--- src/rtl/time_setter_pkg.sv ---
// ---------------------------------------------------------------------------
// time_setter_pkg
//
// Definitions shared by the time-setting front end and the countdown chain
// that consumes its digits.
//   - FSM state encodings (3-bit localparams, legacy-compatible)
//   - selected-digit codes driven on the sel output
//   - default debounce length and default maximum value of each digit
//   - digit / entry types and small helpers for digit arithmetic and decoding
// ---------------------------------------------------------------------------
package time_setter_pkg;

  // FSM state encodings
  localparam logic [2:0] ST_IDLE     = 3'd0;
  localparam logic [2:0] ST_SET_MIN  = 3'd1;
  localparam logic [2:0] ST_SET_TENS = 3'd2;
  localparam logic [2:0] ST_SET_ONES = 3'd3;
  localparam logic [2:0] ST_LOAD     = 3'd4;

  // Selected-digit codes (0 means no digit is being edited)
  localparam logic [1:0] SEL_NONE = 2'd0;
  localparam logic [1:0] SEL_MIN  = 2'd1;
  localparam logic [1:0] SEL_TENS = 2'd2;
  localparam logic [1:0] SEL_ONES = 2'd3;

  // Default digit maxima: minutes 0-9, seconds 00-59
  localparam int DEF_MIN_MAX  = 9;
  localparam int DEF_TENS_MAX = 5;
  localparam int DEF_ONES_MAX = 9;

  // Default number of stable samples before a button level is accepted
  localparam int DEF_DEBOUNCE_CYCLES = 10;

  typedef logic [3:0] digit_t;

  // One complete time entry, as handed to the countdown chain
  typedef struct packed {
    digit_t minutes;
    digit_t tens;
    digit_t ones;
  } entry_t;

  // Increment a digit, wrapping to 0 once it has reached its maximum.
  // Using >= also pulls an out-of-range value back to 0.
  function automatic digit_t next_digit(input digit_t value, input digit_t max_value);
    if (value >= max_value) begin
      return '0;
    end
    return value + digit_t'(1);
  endfunction

  // Digit selection implied by an FSM state
  function automatic logic [1:0] sel_of_state(input logic [2:0] state);
    case (state)
      ST_SET_MIN:  return SEL_MIN;
      ST_SET_TENS: return SEL_TENS;
      ST_SET_ONES: return SEL_ONES;
      default:     return SEL_NONE;
    endcase
  endfunction

  // Bit of digit_blank that belongs to a selected digit
  // ([2]=minutes, [1]=tens, [0]=ones)
  function automatic logic [2:0] blank_mask(input logic [1:0] sel);
    case (sel)
      SEL_MIN:  return 3'b100;
      SEL_TENS: return 3'b010;
      SEL_ONES: return 3'b001;
      default:  return 3'b000;
    endcase
  endfunction

endpackage

--- src/rtl/time_setter_debouncer.sv ---
// ---------------------------------------------------------------------------
// debouncer
//
// Conditions one raw, asynchronous, active-high push button.
//   - two-flop synchroniser
//   - stable counter: the accepted level follows the synchronised input only
//     after DEBOUNCE_CYCLES consecutive samples that differ from it
//   - one-cycle press pulse on the accepted level's 0->1 transition
//     (a release produces no pulse)
//
// Ports
//   clk    in   sampling clock
//   reset  in   asynchronous, active-low reset
//   raw    in   raw button input
//   press  out  registered one-cycle press pulse
// ---------------------------------------------------------------------------
module debouncer
  import time_setter_pkg::*;
#(
  parameter int DEBOUNCE_CYCLES = DEF_DEBOUNCE_CYCLES
) (
  input  logic clk,
  input  logic reset,
  input  logic raw,
  output logic press
);

  localparam int CW = (DEBOUNCE_CYCLES > 1) ? $clog2(DEBOUNCE_CYCLES) : 1;
  localparam logic [CW-1:0] CNT_LAST = CW'(DEBOUNCE_CYCLES - 1);

  logic          sync_a;
  logic          sync_b;
  logic          level;
  logic [CW-1:0] stable_cnt;

  always_ff @(posedge clk or negedge reset) begin
    if (!reset) begin
      sync_a <= 1'b0;
      sync_b <= 1'b0;
    end else begin
      sync_a <= raw;
      sync_b <= sync_a;
    end
  end

  // The counter tracks how many consecutive samples have disagreed with the
  // accepted level. Any agreeing sample restarts the count, so bouncing
  // shorter than DEBOUNCE_CYCLES is never accepted. The press pulse is raised
  // on the same edge that the level flips to 1.
  always_ff @(posedge clk or negedge reset) begin
    if (!reset) begin
      level      <= 1'b0;
      stable_cnt <= '0;
      press      <= 1'b0;
    end else if (sync_b == level) begin
      stable_cnt <= '0;
      press      <= 1'b0;
    end else if (stable_cnt == CNT_LAST) begin
      level      <= sync_b;
      stable_cnt <= '0;
      press      <= sync_b;
    end else begin
      stable_cnt <= stable_cnt + CW'(1);
      press      <= 1'b0;
    end
  end

endmodule

--- src/rtl/time_setter.sv ---
// ---------------------------------------------------------------------------
// time_setter
//
// Front panel for entering a M:SS countdown time with two buttons. A mode
// press (while the timer is not busy) starts editing at the minutes digit;
// further mode presses step minutes -> tens -> ones -> load. Inc presses
// bump the selected digit, wrapping at its maximum. Leaving the ones digit
// issues a one-cycle load strobe for the countdown chain and returns to
// idle. The entered digits persist between entries.
//
// Optional feature (macro BLINK_EN):
//   defined   - the selected digit's digit_blank bit toggles every
//               BLINK_CYCLES clocks while editing; the blink phase restarts
//               (digit visible) whenever the selection changes
//   undefined - digit_blank is constant 0 and no blink counter is built
//
// Ports
//   clk          in   display-rate clock for all logic
//   reset        in   asynchronous, active-low reset
//   btn_mode     in   raw mode button (active-high)
//   btn_inc      in   raw increment button (active-high)
//   timer_busy   in   countdown chain is running
//   minutes      out  entered minutes digit
//   tens         out  entered tens-of-seconds digit
//   ones         out  entered ones-of-seconds digit
//   load         out  one-cycle strobe, counter chain loads the digits
//   editing      out  high in any SET_* state
//   sel          out  selected digit: 0 none, 1 minutes, 2 tens, 3 ones
//   digit_blank  out  blank mask [2]=minutes [1]=tens [0]=ones
// ---------------------------------------------------------------------------
module time_setter
  import time_setter_pkg::*;
#(
  parameter int DEBOUNCE_CYCLES = DEF_DEBOUNCE_CYCLES,
  parameter int MIN_MAX         = DEF_MIN_MAX,
  parameter int TENS_MAX        = DEF_TENS_MAX,
  parameter int ONES_MAX        = DEF_ONES_MAX
`ifdef BLINK_EN
  ,
  parameter int BLINK_CYCLES    = 125
`endif
) (
  input  logic       clk,
  input  logic       reset,
  input  logic       btn_mode,
  input  logic       btn_inc,
  input  logic       timer_busy,
  output logic [3:0] minutes,
  output logic [3:0] tens,
  output logic [3:0] ones,
  output logic       load,
  output logic       editing,
  output logic [1:0] sel,
  output logic [2:0] digit_blank
);

  localparam digit_t MIN_MAX_D  = digit_t'(MIN_MAX);
  localparam digit_t TENS_MAX_D = digit_t'(TENS_MAX);
  localparam digit_t ONES_MAX_D = digit_t'(ONES_MAX);

  logic       mode_press;
  logic       inc_press;
  logic [2:0] state;
  logic [2:0] state_next;
  entry_t     entry;
  entry_t     entry_next;
  logic [1:0] sel_next;

  debouncer #(
    .DEBOUNCE_CYCLES (DEBOUNCE_CYCLES)
  ) u_mode_debouncer (
    .clk   (clk),
    .reset (reset),
    .raw   (btn_mode),
    .press (mode_press)
  );

  debouncer #(
    .DEBOUNCE_CYCLES (DEBOUNCE_CYCLES)
  ) u_inc_debouncer (
    .clk   (clk),
    .reset (reset),
    .raw   (btn_inc),
    .press (inc_press)
  );

  // Next-state and digit-update logic. Mode is checked before inc in every
  // edit state, so a simultaneous inc press is simply dropped. timer_busy
  // only gates entry from IDLE; once editing, it has no effect.
  always_comb begin
    state_next = state;
    entry_next = entry;
    case (state)
      ST_IDLE: begin
        if (mode_press && !timer_busy) begin
          state_next = ST_SET_MIN;
        end
      end
      ST_SET_MIN: begin
        if (mode_press) begin
          state_next = ST_SET_TENS;
        end else if (inc_press) begin
          entry_next.minutes = next_digit(entry.minutes, MIN_MAX_D);
        end
      end
      ST_SET_TENS: begin
        if (mode_press) begin
          state_next = ST_SET_ONES;
        end else if (inc_press) begin
          entry_next.tens = next_digit(entry.tens, TENS_MAX_D);
        end
      end
      ST_SET_ONES: begin
        if (mode_press) begin
          state_next = ST_LOAD;
        end else if (inc_press) begin
          entry_next.ones = next_digit(entry.ones, ONES_MAX_D);
        end
      end
      ST_LOAD: begin
        state_next = ST_IDLE;
      end
      default: begin
        state_next = ST_IDLE;
      end
    endcase
  end

  assign sel_next = sel_of_state(state_next);

  // Outputs are registered from the next-state values so they change on the
  // same edge as the state itself; load is therefore high exactly during the
  // single LOAD cycle.
  always_ff @(posedge clk or negedge reset) begin
    if (!reset) begin
      state   <= ST_IDLE;
      entry   <= '0;
      load    <= 1'b0;
      sel     <= SEL_NONE;
      editing <= 1'b0;
    end else begin
      state   <= state_next;
      entry   <= entry_next;
      load    <= (state_next == ST_LOAD);
      sel     <= sel_next;
      editing <= (sel_next != SEL_NONE);
    end
  end

  assign minutes = entry.minutes;
  assign tens    = entry.tens;
  assign ones    = entry.ones;

`ifdef BLINK_EN
  localparam int BW = (BLINK_CYCLES > 1) ? $clog2(BLINK_CYCLES) : 1;
  localparam logic [BW-1:0] BLINK_LAST = BW'(BLINK_CYCLES - 1);

  logic [BW-1:0] blink_cnt;
  logic [2:0]    blank_q;

  // A change of selection (or leaving edit mode) restarts the phase with the
  // digit visible. While the selection is stable, the selected bit toggles
  // after every BLINK_CYCLES clocks; the other bits stay 0.
  always_ff @(posedge clk or negedge reset) begin
    if (!reset) begin
      blink_cnt <= '0;
      blank_q   <= 3'b000;
    end else if ((sel_next != sel) || (sel_next == SEL_NONE)) begin
      blink_cnt <= '0;
      blank_q   <= 3'b000;
    end else if (blink_cnt == BLINK_LAST) begin
      blink_cnt <= '0;
      blank_q   <= blank_q ^ blank_mask(sel_next);
    end else begin
      blink_cnt <= blink_cnt + BW'(1);
    end
  end

  assign digit_blank = blank_q;
`else
  assign digit_blank = 3'b000;
`endif

endmodule

--- config.mk ---
export PLATFORM = sky130hd
export DESIGN_NAME = time_setter
export DESIGN_NICKNAME = d
export VERILOG_FILES = /design/src/rtl/time_setter_pkg.sv /design/src/rtl/time_setter_debouncer.sv /design/src/rtl/time_setter.sv
export SDC_FILE = /design/constraint.sdc
export NUM_CORES = 1
export LEC_CHECK = 0
export CAP_MARGIN = 5
export CORE_MARGIN = 4
export CORE_UTILIZATION = 30
export CTS_CLUSTER_SIZE = 28
export DETAILED_ROUTE_END_ITERATION = 12
export PLACE_DENSITY = 0.53
export RECOVER_POWER = 100
export SKIP_LAST_GASP = 1
export SYNTH_ARGS = -nofsm -noshare
export SYNTH_HDL_FRONTEND = slang
export SYNTH_SLANG_ARGS = --single-unit
--- constraint.sdc ---
create_clock -name clk -period 5 [get_ports clk]
set_clock_uncertainty 0.2 [all_clocks]
set_input_delay 1 -clock clk [delete_from_list [all_inputs] [get_ports clk]]
set_output_delay 1 -clock clk [all_outputs]
set_load 0.02 [all_outputs]
==> flow_metrics.env <==
export IMPL_synth_cells=150
export IMPL_tns_ns=0
export IMPL_fmax_mhz=331
export IMPL_die_h_um=82.6
export IMPL_ir_worst_vdd_v=0.000176
export IMPL_htreeDepth=2
export IMPL_cts_setup_buffers=0
export IMPL_die_x_um=82.6
export IMPL_start_kind="input port"
export IMPL_cts_hold_buffers_added=0
export IMPL_ys_seq_area_share_pct=52.5
export IMPL_synthAdderAreaFrac_pct=9.75
export IMPL_setup_viol=0
export IMPL_ys_async_sr_fraction_pct=100
export IMPL_worstSetupPathType="in -> async"
export IMPL_dr_max_layer_used="met4"
export IMPL_synth_top_family_by_area="simple AND/OR/NAND/NOR gates"
export IMPL_cts_buffers=5
export IMPL_grt_max_degree=36
export IMPL_hold_viol=0
export IMPL_synth_simple_gate_area_share_pct=16.0
export IMPL_cap_viol_max_count=1
export IMPL_cts_tree="built"
export IMPL_synth_main_ff_cell="dfrtp_1"
export IMPL_synth_area_mux_share_pct=3.75
export IMPL_cp_buffers_inverters=2
export IMPL_root_buffer="clkbuf_8"
export IMPL_ios=24
export IMPL_period_needed_ns=3.02
export IMPL_met1_length_um=1320
export IMPL_clockBufferDepth=2
export IMPL_routed_wl_um=2880
export IMPL_slowest_delay_ns=1.33
export IMPL_dieArea_um2=6820
export IMPL_area_growth_pct=21.0
export IMPL_required_ns=4.84
export IMPL_wl_met2_um=1400
export IMPL_drive_above_1_share_pct=4.60
export IMPL_grt_overflow=0
export IMPL_fp_row_count=26
export IMPL_status="complete, but fails checks"
export IMPL_cts_sinks=35
export IMPL_nets=192
export IMPL_grt_setup_unrepaired="false"
export IMPL_wl_met3_um=114
export IMPL_syn_cell_area_um2=1670
export IMPL_maxSlewHeadroom_pct=-23.4
export IMPL_synth_edff_count=0
export IMPL_synth_compound_area_share_pct=8.62
export IMPL_hold_path_class="reg -> reg"
export IMPL_io_buffer_count=20
export IMPL_crit_fanout=35
export IMPL_min_period_over_period_pct=60.4
export IMPL_antenna_found_initial=0
export IMPL_dpl_worst_slack_ns=2.73
export IMPL_p_per_area_nw_per_um2=291
export IMPL_drtAntennaViolNets=0
export IMPL_drt_wirelength_per_cell_um=11.8
export IMPL_drt_iter0_drc=54
export IMPL_num_vias=1115
export IMPL_synthXorXnorAreaFrac_pct=3.67
export IMPL_start_util_pct=31.9
export IMPL_gr_usage_all_layers_pct=9.68
export IMPL_core_um2=5240
export IMPL_crit_arrival_ns=2.86
export IMPL_end_kind="asynchronous set/reset pin"
export IMPL_drc=0
export IMPL_fin_ws_ns=1.98
export IMPL_via_per_inst=4.57
export IMPL_cp_top_family="buffers and inverters"
export IMPL_insertedDiodeCount=0
export IMPL_synthDistinctLibCells=37
export IMPL_power_leakage_uw=0.000994
export IMPL_synth_seq_cells=35
export IMPL_path_cells="dlygate4sd3_1, clkbuf_1"
export IMPL_dp_final_hpwl_um=2070
export IMPL_firstDrtPassIters=4
export IMPL_avgSynthCellArea_um2=11.1
export IMPL_tightest_slew_ns=1.85
export IMPL_grt_pass1_wl_um=4970
export IMPL_cts_resized=0
export IMPL_cpMaxStageDelayCell="clkbuf_1"
export IMPL_grt_pass1_vias=1147
export IMPL_violations="capacitance limit, slew limit"
export IMPL_yosysWarnings=0
export IMPL_clkLatencyLatePin_ns=0.28
export IMPL_gp_congestion=0.772
export IMPL_slew_viol_final=36
export IMPL_clk_pin_slew_ns=0.07
-- worst paths after layout --
kind | endpoint | slack (ns) | cells after the start | start
min in group asynchronous | u_inc_debouncer.sync_b | 1.56 | 2 | reset
hold / removal | u_inc_debouncer.sync_b | 0.15 | 0 | u_inc_debouncer.sync_a
setup reg to reg | tens[1] | 2.88 | 3 | state[2]
max in group clk | tens[3] | 2.37 | 1 | tens[3]
setup / recovery | u_mode_debouncer.stable_cnt[2] | 1.98 | 2 | reset
hold reg to reg | u_inc_debouncer.sync_b | 0.15 | 0 | u_inc_debouncer.sync_a
-- synthesized netlist by cell type, types with 2 or more instances --
library cell,n,share of area [%]
dfrtp_1,35,52
nor2_1,16,3.6
ha_1,13,9.7
inv_1,13,2.9
nand2_1,5,1.1
nand3_1,5,1.5
nor3b_1,5,2.2
o21ai_0,5,1.5
nand2b_1,4,1.5
xor2_1,4,2.1
a21oi_1,3,0.90
buf_4,3,1.3
nor2b_1,3,1.1
o41ai_1,3,1.6
xnor2_1,3,1.6
a31oi_1,2,0.75
buf_2,2,0.60
mux2_2,2,1.3
mux2_4,2,1.8
nand3b_1,2,0.90
o31a_1,2,1.0
o31ai_1,2,0.90
or3_1,2,0.75
-- area by class of cell --
type	instances	area, um^2
clock buffers	6	72.6
multi-input cells	98	701
clock inverters	1	30.0
fillers	516	3220
flip-flops and latches	35	876
inverters	13	48.8
repair buffers	21	204
well taps	70	87.6
-- report_power, final --
part,total (uW),internal (uW),switching (uW)
sequential,307,296,11.2
combinational,36.7,15.7,20.9
clock,243,146,96.9
-- worst reg2reg max path, stage by stage (launching register included) --
cell,delay (ns)
dfrtp_1,0.46
or3b_1,0.54
or3_1,0.46
mux2_1,0.35
-- per-stage QoR --
step	cell area [um^2]	util [%]	power, uW	instances	hold WS, ns
2_1_floorplan	1680	-	336	152	0.131
4_1_cts	2030	38.8	598	244	0.154
5_1_grt	2020	38.6	621	244	0.164
3_5_place_dp	1930	36.8	352	237	0.137
3_3_place_gp	1930	36.8	349	237	0.133
6_report	2020	38.6	587	244	0.148
-- kinds of logic (layout without fill, tap and decap cells) --
logic type / count (synthesis) / in the layout
XOR/XNOR: 7 / 7
buffers and inverters: 19 / 41
multiplexers: 5 / 5
adder cells (fa/ha/maj): 13 / 13
other: 1 / 3
AND/OR/NAND/NOR: 49 / 49
flip-flops: 35 / 35
AO/OA/AOI/OAI: 21 / 21
-- layout by cell type, fill, tap and decap left out, types with 2 or more instances in the layout --
master,instances
a21oi_1,3
or3_1,2
o31ai_1,2
clkbuf_1,2
nand3b_1,2
ha_1,13
mux2_1,2
nor2b_1,3
nor3b_1,5
nand3_1,5
o31a_1,2
xnor2_1,3
conb_1,3
dfrtp_1,35
o41ai_1,3
mux2_2,2
inv_1,13
dlygate4sd3_1,20
nand2b_1,4
o21ai_0,5
nand2_1,5
nor2_1,16
clkbuf_8,5
xor2_1,4
a31oi_1,2
-- flip-flops by register name, summed over array words and instances (netlist names), 2 cells and up --
| name | count |
|---|---|
| minutes | 4 |
| ones | 4 |
| tens | 4 |
| u_inc_debouncer.stable_cnt | 4 |
| u_mode_debouncer.stable_cnt | 4 |
| state | 3 |
| sel | 2 |
-- routing by layer --
metal	vias up	track usage [%]
met5	-	0
met4	0	3.43
met3	5	3.90
met2	17	16.8
met1	540	10.6
li1	553	-
(Power assumes the default switching activity.)
